===== config.mk =====
export PLATFORM = sky130hd
export DESIGN_NAME = dll_tap_ctrl
export DESIGN_NICKNAME = d
export VERILOG_FILES = /design/src/rtl/dll_pkg.sv /design/src/rtl/dll_tap_decoder.sv /design/src/rtl/dll_tap_ctrl.sv
export SDC_FILE = /design/constraint.sdc
export NUM_CORES = 2
export LEC_CHECK = 0
export ABC_AREA = 1
export BUFFER_PORTS_ARGS = -buffer_cell sky130_fd_sc_hd__buf_2
export CORE_MARGIN = 2
export CORE_UTILIZATION = 56
export CTS_CLUSTER_DIAMETER = 40
export CTS_CLUSTER_SIZE = 8
export DETAILED_ROUTE_END_ITERATION = 8
export GPL_TIMING_DRIVEN = 1
export PLACE_DENSITY = 0.89
export SLEW_MARGIN = 20
export SYNTH_ARGS = -nofsm -noshare
export SYNTH_HDL_FRONTEND = slang
export SYNTH_SLANG_ARGS = --single-unit
export TNS_END_PERCENT = 30

===== constraint.sdc =====
create_clock -name clk -period 5.03 [get_ports clk]
set_input_delay 1.006 -clock clk [delete_from_list [all_inputs] [get_ports clk]]
set_output_delay 1.006 -clock clk [all_outputs]
set_load 0.1 [all_outputs]

===== src/rtl/dll_pkg.sv =====
// Shared types and sizing helpers for the DLL tap controller.
package dll_pkg;

    typedef enum logic [1:0] {
        ST_IDLE,
        ST_OVERLAP,
        ST_HOLD
    } state_t;

    typedef enum logic [1:0] {
        DIR_NONE,
        DIR_UP,
        DIR_DOWN
    } dir_t;

    // Signed vote accumulator width: must hold +/-FILT_TH with one bit of margin.
    function automatic int acc_width(input int filt_th);
        return $clog2(filt_th) + 2;
    endfunction

endpackage


===== src/rtl/dll_tap_decoder.sv =====
// Binary tap code to one-hot delay-cell enable vector.
module dll_tap_decoder
    import dll_pkg::*;
#(
    parameter int TAPS   = 512,
    parameter int CODE_W = $clog2(TAPS)
) (
    input  logic [CODE_W-1:0] code,
    output logic [TAPS-1:0]   onehot
);

    assign onehot = TAPS'(1) << code;

endmodule


===== src/rtl/dll_tap_ctrl.sv =====
// Tap controller: filters phase-detector votes or manual codes into a
// make-before-break one-hot enable vector for the delay chain.
module dll_tap_ctrl
    import dll_pkg::*;
#(
    parameter int TAPS     = 512,
    parameter int CODE_W   = $clog2(TAPS),
    parameter int INIT_TAP = TAPS / 2,
    parameter int FILT_TH  = 8,
    parameter int HOLD     = 4,
    parameter int LOCK_CNT = 6
) (
    input  logic              clk,
    input  logic              rst,
    input  logic              pd_valid,
    input  logic              pd_early,
    input  logic              pd_late,
    input  logic              mode,
    input  logic              man_load,
    input  logic [CODE_W-1:0] man_code,
    input  logic              freeze,
    output logic [TAPS-1:0]   en,
    output logic [CODE_W-1:0] tap_code,
    output logic              locked,
    output logic              at_min,
    output logic              at_max
);

    localparam int ACC_W = acc_width(FILT_TH);
    localparam int LCK_W = $clog2(LOCK_CNT + 1);
    localparam int HLD_W = $clog2(HOLD + 1);

    localparam logic signed [ACC_W-1:0] TH_POS  = ACC_W'(FILT_TH);
    localparam logic signed [ACC_W-1:0] TH_NEG  = -TH_POS;
    localparam logic [CODE_W-1:0]       TAP_MAX = CODE_W'(TAPS - 1);
    localparam logic [CODE_W-1:0]       TAP_RST = CODE_W'(INIT_TAP);
    localparam logic [TAPS-1:0]         EN_RST  = TAPS'(1) << INIT_TAP;
    localparam logic [LCK_W-1:0]        LCK_MAX = LCK_W'(LOCK_CNT);

    state_t                   state, state_nxt;
    logic [HLD_W-1:0]         hold_cnt, hold_nxt;
    logic signed [ACC_W-1:0]  acc, acc_nxt, acc_sum;
    logic [LCK_W-1:0]         lock_cnt, lock_nxt;
    dir_t                     last_dir, dir_nxt, dir_req;
    logic [CODE_W-1:0]        new_tap, new_nxt, tap_nxt, target, man_clamped, new_sel;
    logic [TAPS-1:0]          en_nxt, oh_old, oh_new;
    logic                     mode_q, mode_chg, load;

    dll_tap_decoder #(.TAPS(TAPS), .CODE_W(CODE_W)) u_dec_old (
        .code   (tap_code),
        .onehot (oh_old)
    );

    assign new_sel = (state == ST_IDLE) ? target : new_tap;

    dll_tap_decoder #(.TAPS(TAPS), .CODE_W(CODE_W)) u_dec_new (
        .code   (new_sel),
        .onehot (oh_new)
    );

    assign mode_chg    = (mode != mode_q);
    assign man_clamped = ({1'b0, man_code} >= (CODE_W + 1)'(TAPS)) ? TAP_MAX : man_code;

    // Vote filter, manual load and lock bookkeeping; produces the switch request.
    always_comb begin
        // NOTE: every variable gets a default first so no latch can be inferred.
        acc_nxt  = acc;
        lock_nxt = lock_cnt;
        dir_nxt  = last_dir;
        acc_sum  = acc;
        dir_req  = DIR_NONE;
        target   = tap_code;
        load     = 1'b0;

        if (mode_chg) begin
            acc_nxt  = '0;
            lock_nxt = '0;
        end else if (state == ST_IDLE && !freeze) begin
            if (mode) begin
                acc_nxt = '0;
                if (man_load) begin
                    target = man_clamped;
                    load   = (man_clamped != tap_code);
                end
            end else if (pd_valid && (pd_early ^ pd_late)) begin
                acc_sum = pd_early ? acc + ACC_W'(1) : acc - ACC_W'(1);
                acc_nxt = acc_sum;
                if (acc_sum == TH_POS)      dir_req = DIR_UP;
                else if (acc_sum == TH_NEG) dir_req = DIR_DOWN;

                if (dir_req != DIR_NONE) begin
                    acc_nxt = '0;
                    if ((dir_req == DIR_UP && tap_code == TAP_MAX) ||
                        (dir_req == DIR_DOWN && tap_code == '0)) begin
                        lock_nxt = '0;
                    end else begin
                        target  = (dir_req == DIR_UP) ? tap_code + 1'b1 : tap_code - 1'b1;
                        load    = 1'b1;
                        dir_nxt = dir_req;
                        if (last_dir == dir_req)
                            lock_nxt = '0;
                        else if (last_dir != DIR_NONE && lock_cnt != LCK_MAX)
                            lock_nxt = lock_cnt + 1'b1;
                    end
                end
            end
        end
    end

    // Switch sequencer: old|new for one cycle, then new alone, then settle.
    always_comb begin
        state_nxt = state;
        hold_nxt  = hold_cnt;
        new_nxt   = new_tap;
        tap_nxt   = tap_code;
        en_nxt    = en;

        unique case (state)
            ST_IDLE: begin
                if (load) begin
                    new_nxt   = target;
                    en_nxt    = oh_old | oh_new;
                    state_nxt = ST_OVERLAP;
                end
            end
            ST_OVERLAP: begin
                tap_nxt   = new_tap;
                en_nxt    = oh_new;
                hold_nxt  = HLD_W'(HOLD - 1);
                state_nxt = ST_HOLD;
            end
            ST_HOLD: begin
                if (hold_cnt == '0) state_nxt = ST_IDLE;
                else                hold_nxt  = hold_cnt - 1'b1;
            end
            default: state_nxt = ST_IDLE;
        endcase
    end

    always_ff @(posedge clk) begin
        if (rst) begin
            state    <= ST_IDLE;
            hold_cnt <= '0;
            acc      <= '0;
            lock_cnt <= '0;
            last_dir <= DIR_NONE;
            new_tap  <= TAP_RST;
            tap_code <= TAP_RST;
            en       <= EN_RST;
            locked   <= 1'b0;
            at_min   <= (TAP_RST == '0);
            at_max   <= (TAP_RST == TAP_MAX);
            mode_q   <= mode;
        end else begin
            state    <= state_nxt;
            hold_cnt <= hold_nxt;
            acc      <= acc_nxt;
            lock_cnt <= lock_nxt;
            last_dir <= dir_nxt;
            new_tap  <= new_nxt;
            tap_code <= tap_nxt;
            en       <= en_nxt;
            locked   <= (lock_nxt == LCK_MAX);
            at_min   <= (tap_nxt == '0);
            at_max   <= (tap_nxt == TAP_MAX);
            mode_q   <= mode;
        end
    end

endmodule


---- After elaboration in Yosys (flattened, before gate mapping) ----
Index checks and enable logic that the tools add are counted.
W data, S select, Z words.
operators by class
  multiply operators ...................... 0
  div/mod/pow operators ................... 0
  $add $sub $neg .......................... 6
  multiplexer cells ....................... 42
  equality and inequality tests ........... 16
  shift-type cells ........................ 2
  reduce and logical (&&, ||, !) cells .... 23
  bitwise gates (word level) .............. 5
  magnitude comparators ................... 0
operators by type and width
  operator                 count
  $pmux W512 S2            1
  $shl A1 B9 Y512 const A  2
  $mux W512                1
  $or A512 B512 Y512       1
  $mux W9                  10
  $mux W3                  9
  $mux W5                  4
  $eq A9 B9 Y1 const B     2
  $logic_not A9 Y1         2
  $mux W2                  8
  $reduce_and A2 Y1        5
  $reduce_bool A2 Y1       5
  $add A9 B1 Y9 const B    1
  $ne A9 B9 Y1             1
  $sub A9 B1 Y9 const B    1
  $mux W1                  7
  $ne A2 B2 Y1 const B     3
  $pmux W2 S3              1
  $pmux W3 S2              1
  $reduce_and A6 Y1        1
  $add A5 B2 Y5 const B    1
  $eq A5 B4 Y1 const B     1
  $eq A5 B5 Y1 const B     1
  $logic_and A1 B1 Y1      5
  16 further kinds         20
storage, ports and cells
  memory bits (writable) .................. 0
  output and inout bits ................... 524
  bits in latches ......................... 0
  memories kept ........................... 0
  input port bits ......................... 17
  word-level logic and storage cells ...... 106
  register bits after elaboration ......... 549
  bits in read-only memories .............. 0

---- Depth between registers and ports, before layout ----
  depth after elaboration ................. 23
  depth in mapped cells ................... 31
  depth with buffers taken out ............ 30

---- Modules after synthesis ----
A second synthesis with hierarchy kept.
unflattened totals
  cells, all modules ...................... 5353
  area, all modules ....................... 33809.9 µm²
by module, submodules not included
  module           times used  sequential area each (µm²)  cells an instance  area each (µm²)
  dll_tap_ctrl     1           10990.5                     3375               25179.1
  dll_tap_decoder  2           0.0                         989                4315.4

---- Least setup slack after synthesis ----
OpenSTA, ideal clock, no wires.
  path type ............................... input -> register
  start point ............................. in pd_early
  end point ............................... reg en[356]
  slack ................................... 1040 ps
  library setup time ...................... 122 ps
  buffers on the path ..................... 2
  stages on the path ...................... 22
  data arrival time ....................... 3868 ps
  required time ........................... 4908 ps
  path through ............................ fa_1 inv_1 nand3_1 nand2_1 nand2_1 nand2_2 nand3_4 ha_1 nand2_1 o21ai_0 a21oi_1 xor2_1 nand2_1 nand2_1 nand3_1 nand3_1 nand2_1 clkbuf_1 buf_1 nor2_1 nand2_1 a21oi_1
between the ends
  longest elaborated chain between the ends .. 22
  elaborated cells between the ends (all ways) .. 37
  those cells by class .................... 5 x eq/ne; 1 x shift; 23 x mux; 2 x bitwise; 6 x reduce/logical
RTL lines
  what                    line                   source
  start: declaration      dll_tap_ctrl.sv:16     input logic pd_early,
  $mux W5                 dll_tap_ctrl.sv:86     acc_sum = pd_early ? acc + ACC_W'(1) : acc - ACC_W'(1);
  $eq A5 B4 Y1            dll_tap_ctrl.sv:89     else if (acc_sum == TH_NEG) dir_req = DIR_DOWN;
  $mux W2                 dll_tap_ctrl.sv:89
  $mux W2                 dll_tap_ctrl.sv:88     if (acc_sum == TH_POS) dir_req = DIR_UP;
  $mux W2                 dll_tap_ctrl.sv:85     end else if (pd_valid && (pd_early ^ pd_late)) begin
  $mux W2                 dll_tap_ctrl.sv:79     if (mode) begin
  $mux W2                 dll_tap_ctrl.sv:78     end else if (state == ST_IDLE && !freeze) begin
  $mux W2                 dll_tap_ctrl.sv:75     if (mode_chg) begin
  [6 not listed]          -
  $mux W9                 dll_tap_ctrl.sv:79
  $mux W9                 dll_tap_ctrl.sv:78
  $mux W9                 dll_tap_ctrl.sv:75
  $mux W9                 dll_tap_ctrl.sv:54     assign new_sel = (state == ST_IDLE) ? target : new_tap;
  $shl A1 B9 Y512         dll_tap_decoder.sv:12  assign onehot = TAPS'(1) << code;
  $or A512 B512 Y512      dll_tap_ctrl.sv:122    en_nxt = oh_old | oh_new;
  $mux W512               dll_tap_ctrl.sv:120    if (load) begin
  $pmux W512 S2           dll_tap_ctrl.sv:118    unique case (state)
  end signal: assignment  dll_tap_ctrl.sv:162    en <= en_nxt;
  end: declaration        dll_tap_ctrl.sv:22     output logic [TAPS-1:0] en,
Several ways; a longest one is shown, not always the timed one. The select of a mux whose other input is x is not followed.
A chain may end at the register's enable or synchronous reset.

---- Worst setup path in the final report ----
  start point ............................. reg tap_code[0]
  end point ............................... reg en[312]
between the ends
  longest elaborated chain between the ends .. 14
  elaborated cells between the ends (all ways) .. 31
  those cells by class .................... 2 x add/sub; 3 x eq/ne; 2 x shift; 18 x mux; 1 x bitwise; 5 x reduce/logical
RTL lines
  what                                                    line                 source
  start: declaration                                      dll_tap_ctrl.sv:23   output logic [CODE_W-1:0] tap_code,
  start signal: assignment                                dll_tap_ctrl.sv:161  tap_code <= tap_nxt;
  branches (longest 14 deep; another with $sub A9 B1 Y9)  -
Several ways; the timed one is not identified. The select of a mux whose other input is x is not followed.

==> out/metrics.yaml <==
multiInputGateArea_um2: 15500
synth-compound-area-share_pct: 28.5
ys_types: 45
finalCriticalPeriod_ns: 4.62
die_area_um2: 52600
drt_first_pass_iters: 9
highest_layer: "met5"
synth_fa_ha_area_share_pct: 0.686
p_switching_uw: 5910
irDropWorstVdd_v: 0.000292
core_um2: 50200
p_per_area_nw_per_um2: 427
ys_seq_area_share_pct: 38.6
netlist_top_cells_area: "dfxtp_1 (39%), a21oi_1 (19%), o21ai_0 (9.5%)"
crit_family: "simple AND/OR/NAND/NOR gates"
cts_root_buf: "clkbuf_16"
leakage_uw: 0.0147
antenna_found_initial: 9
clockPowerShare_pct: 38.3
place_area_um2: 31400
crit_arrival_ns: 5.22
yosysWarnings: 0
grt_pass1_wl_um: 195000
slew_headroom_pct: 12.8
final_area_um2: 34100
cts_resized: 0
clk_pin_slew_ns: 0.05
syn_area_per_cell_um2: 6.55
synthFlopType: "dfxtp_1"
drt-wirelength-per-cell_um: 24.5
worstPathCellList: "nand2_1 -> nor2_4 -> nand2_2 -> nor2_4 -> nand4_4 -> nand3_4 -> nand2_2 -> o21ai_1 -> inv_2 -> nand2_1 -> nand2_1 -> nand2_2 -> nand2_4 -> nor2_2 -> nand3_1 -> nor2_1 -> nand2_1 -> a21oi_1"
pwr-share-comb_pct: 28.0
intPower_uw: 8630
grt_max_degree: 269
synth_top_area_share_pct: 38.6
synth-xor-area-share_pct: 0.334
grt_overflow: 0
area_growth_pct: 19.7
fillCellCount: 4224
endpoint_kind: "flop"
synth_cells: 4345
critPathMaxStageDelay_ns: 0.69
port_buffers: 540
yosys.area.top_type: "dfxtp_1"
r2r-end: "en[312]"
status: "finished, final reports clean"
initial_core_util_pct: 56.7
maxCapViolCount: 0
final.setup_skew_ns: 0.0203
timing.final.crit_share_pct: 91.8
wl_met1_um: 45700
layout-drive-gt1-share_pct: 18.2
reg2regPathDepth: 18
synthSimpleGateAreaFrac_pct: 24.6
routed-wl-met3_um: 21600
synthArstFlopShare_pct: 0
cts_tree: "yes"
worstSetupPathType: "reg -> reg"
hold_viol: 0
start_kind: "flop"
dr_total_vias: 35100
nNetsFinal: 4692
setup_viol: 0
die_y_um: 229
area.sequential_um2: 11000
total_power_uw: 14500
critical_path_buf_inv_count: 1
r2r_start: "tap_code[0]"
ctsHoldBuffers: 0
dp_hpwl_um: 82900
ant_nets: 0
synth_edf_count: 0
layout_commonest_cell: "a21oi_1"
routed_wirelength_um: 132000
mostFrequentLayoutCells: "a21oi_1 (1053), nand2_1 (715), nor2_1 (608)"
grt_use_total_pct: 47.7
crit_end: "en[312]"
worst-r2r-setup-slack_ns: 0.41
met2_length_um: 53200
seqPwrFrac_pct: 33.7
slew_viol_final: 0
gp_congestion: 1.04
fin_tns_setup_ns: 0
cp_num_cells: 18
cts_setup_buffers: 0
grt_setup_unrepaired: "no"
first_global_vias: 31300
viasPerCell: 6.53
cts_num_sinks: 549
fp.dieW_um: 229
num_rows: 82
drt_iter0_markers: 6897
syn-num-nets: 4377
required_ns: 5.63
cts_buffer_depth: 3
worstHoldPathCells: 1
crit_start: "tap_code[0]"
power.share.switching_pct: 40.6
critPathSlowestCell: "dfxtp_1"
ys_ff_latch: 549
max_freq_mhz: 217
path_max_fanout: 16
syn_area_um2: 28500
worst_pin_slew_ns: 1.31
drc_errors: 0
finish.utilization_pct: 67.9
boundaryPins: 541
cpMostUsedCell: "nand2_1"
cts-buffers-inserted: 88
clock_latency_ns: 0.67
synth_top_family_by_area: "compound AO/OA/AOI/OAI gates"
holdCritPathClass: "reg -> reg"
muxShareOfSynthArea_pct: 0.0352
ctsHtreeMaxLevel: 3
per-layer routing:
layer,GRT usage [%],vias up
met3,19.3,754
met4,31.2,16
met5,0,-
li1,-,15300
met2,67.3,3263
met1,59.9,15700
per-stage QoR:
stage / setup slack, ns / hold slack [ns] / std cells
floorplan: 1.04 / 0.412 / 4345
detailed placement: 0.0625 / 0.430 / 5242
global placement: 0.135 / 0.426 / 5242
finish: 0.415 / 0.439 / 5371
global route: 0.229 / 0.461 / 5367
CTS: 0.718 / 0.437 / 5367
sequential cells by signal, indices dropped and copies added (netlist names):
name	count
at_max	1
acc	5
new_tap	9
en	512
at_min	1
tap_code	9
last_dir	2
hold_cnt	3
locked	1
state	2
mode_q	1
lock_cnt	3
worst min path at each step:
stage / start / end / slack, ns
2_1_floorplan: hold_cnt[2] / hold_cnt[2] / 0.41
3_3_place_gp: hold_cnt[2] / hold_cnt[2] / 0.43
3_5_place_dp: hold_cnt[2] / hold_cnt[2] / 0.43
4_1_cts: hold_cnt[2] / hold_cnt[2] / 0.44
5_1_grt: hold_cnt[2] / hold_cnt[2] / 0.46
6_report: hold_cnt[2] / hold_cnt[2] / 0.44
cell families (layout without fill, tap and decap cells):
kind of cell,count (synthesis),in the layout
simple gates,1673,1673
other cells,0,4
mux,1,1
buf+inv,485,835
fa+ha+maj,15,15
compound gates,1612,1612
xor+xnor,10,10
flops,549,549
synthesized netlist by cell type, types with 8 or more instances:
master	number
a21oi_1	1053
nand2_1	718
nor2_1	614
dfxtp_1	549
o21ai_0	539
clkbuf_1	272
nand3_1	235
buf_2	68
inv_1	56
buf_4	38
buf_1	29
nand4_1	23
nor2_2	19
nor2_4	17
inv_2	15
ha_1	14
nand2_2	11
nor3_1	9
nand3_2	8
o21ai_1	8
worst register-to-register path, cell delays in order (launching register included):
cell and delay, ns:
dfxtp_1 0.69, nand2_1 0.26, nor2_4 0.57, nand2_2 0.13, nor2_4 0.23, nand4_4 0.18, nand3_4 0.19, nand2_2 0.12
o21ai_1 0.21, inv_2 0.05, nand2_1 0.13, nand2_1 0.11, nand2_2 0.09, nand2_4 0.22, nor2_2 0.41, nand3_1 0.44
nor2_1 0.30, nand2_1 0.07, a21oi_1 0.14
power groups by stage:
stage,clock [uW],combinational [uW],sequential (uW)
CTS,5510,3990,4880
detailed placement,0,3970,4960
global placement,0,3950,4960
finish,5570,4070,4900
global route,5730,4190,4910
floorplan,0,1020,7090
layout make-up:
cell class / count / area share [%]
Clock buffer: 105 / 6.95
Multi-Input combinational cell: 3311 / 45.4
Clock inverter: 20 / 0.705
Timing Repair Buffer: 633 / 11.2
Inverter: 77 / 0.944
Tap cell: 672 / 2.47
Antenna cell: 4 / 0.0294
Sequential cell: 549 / 32.3
No activity file was read; power rests on OpenSTA's default activity.
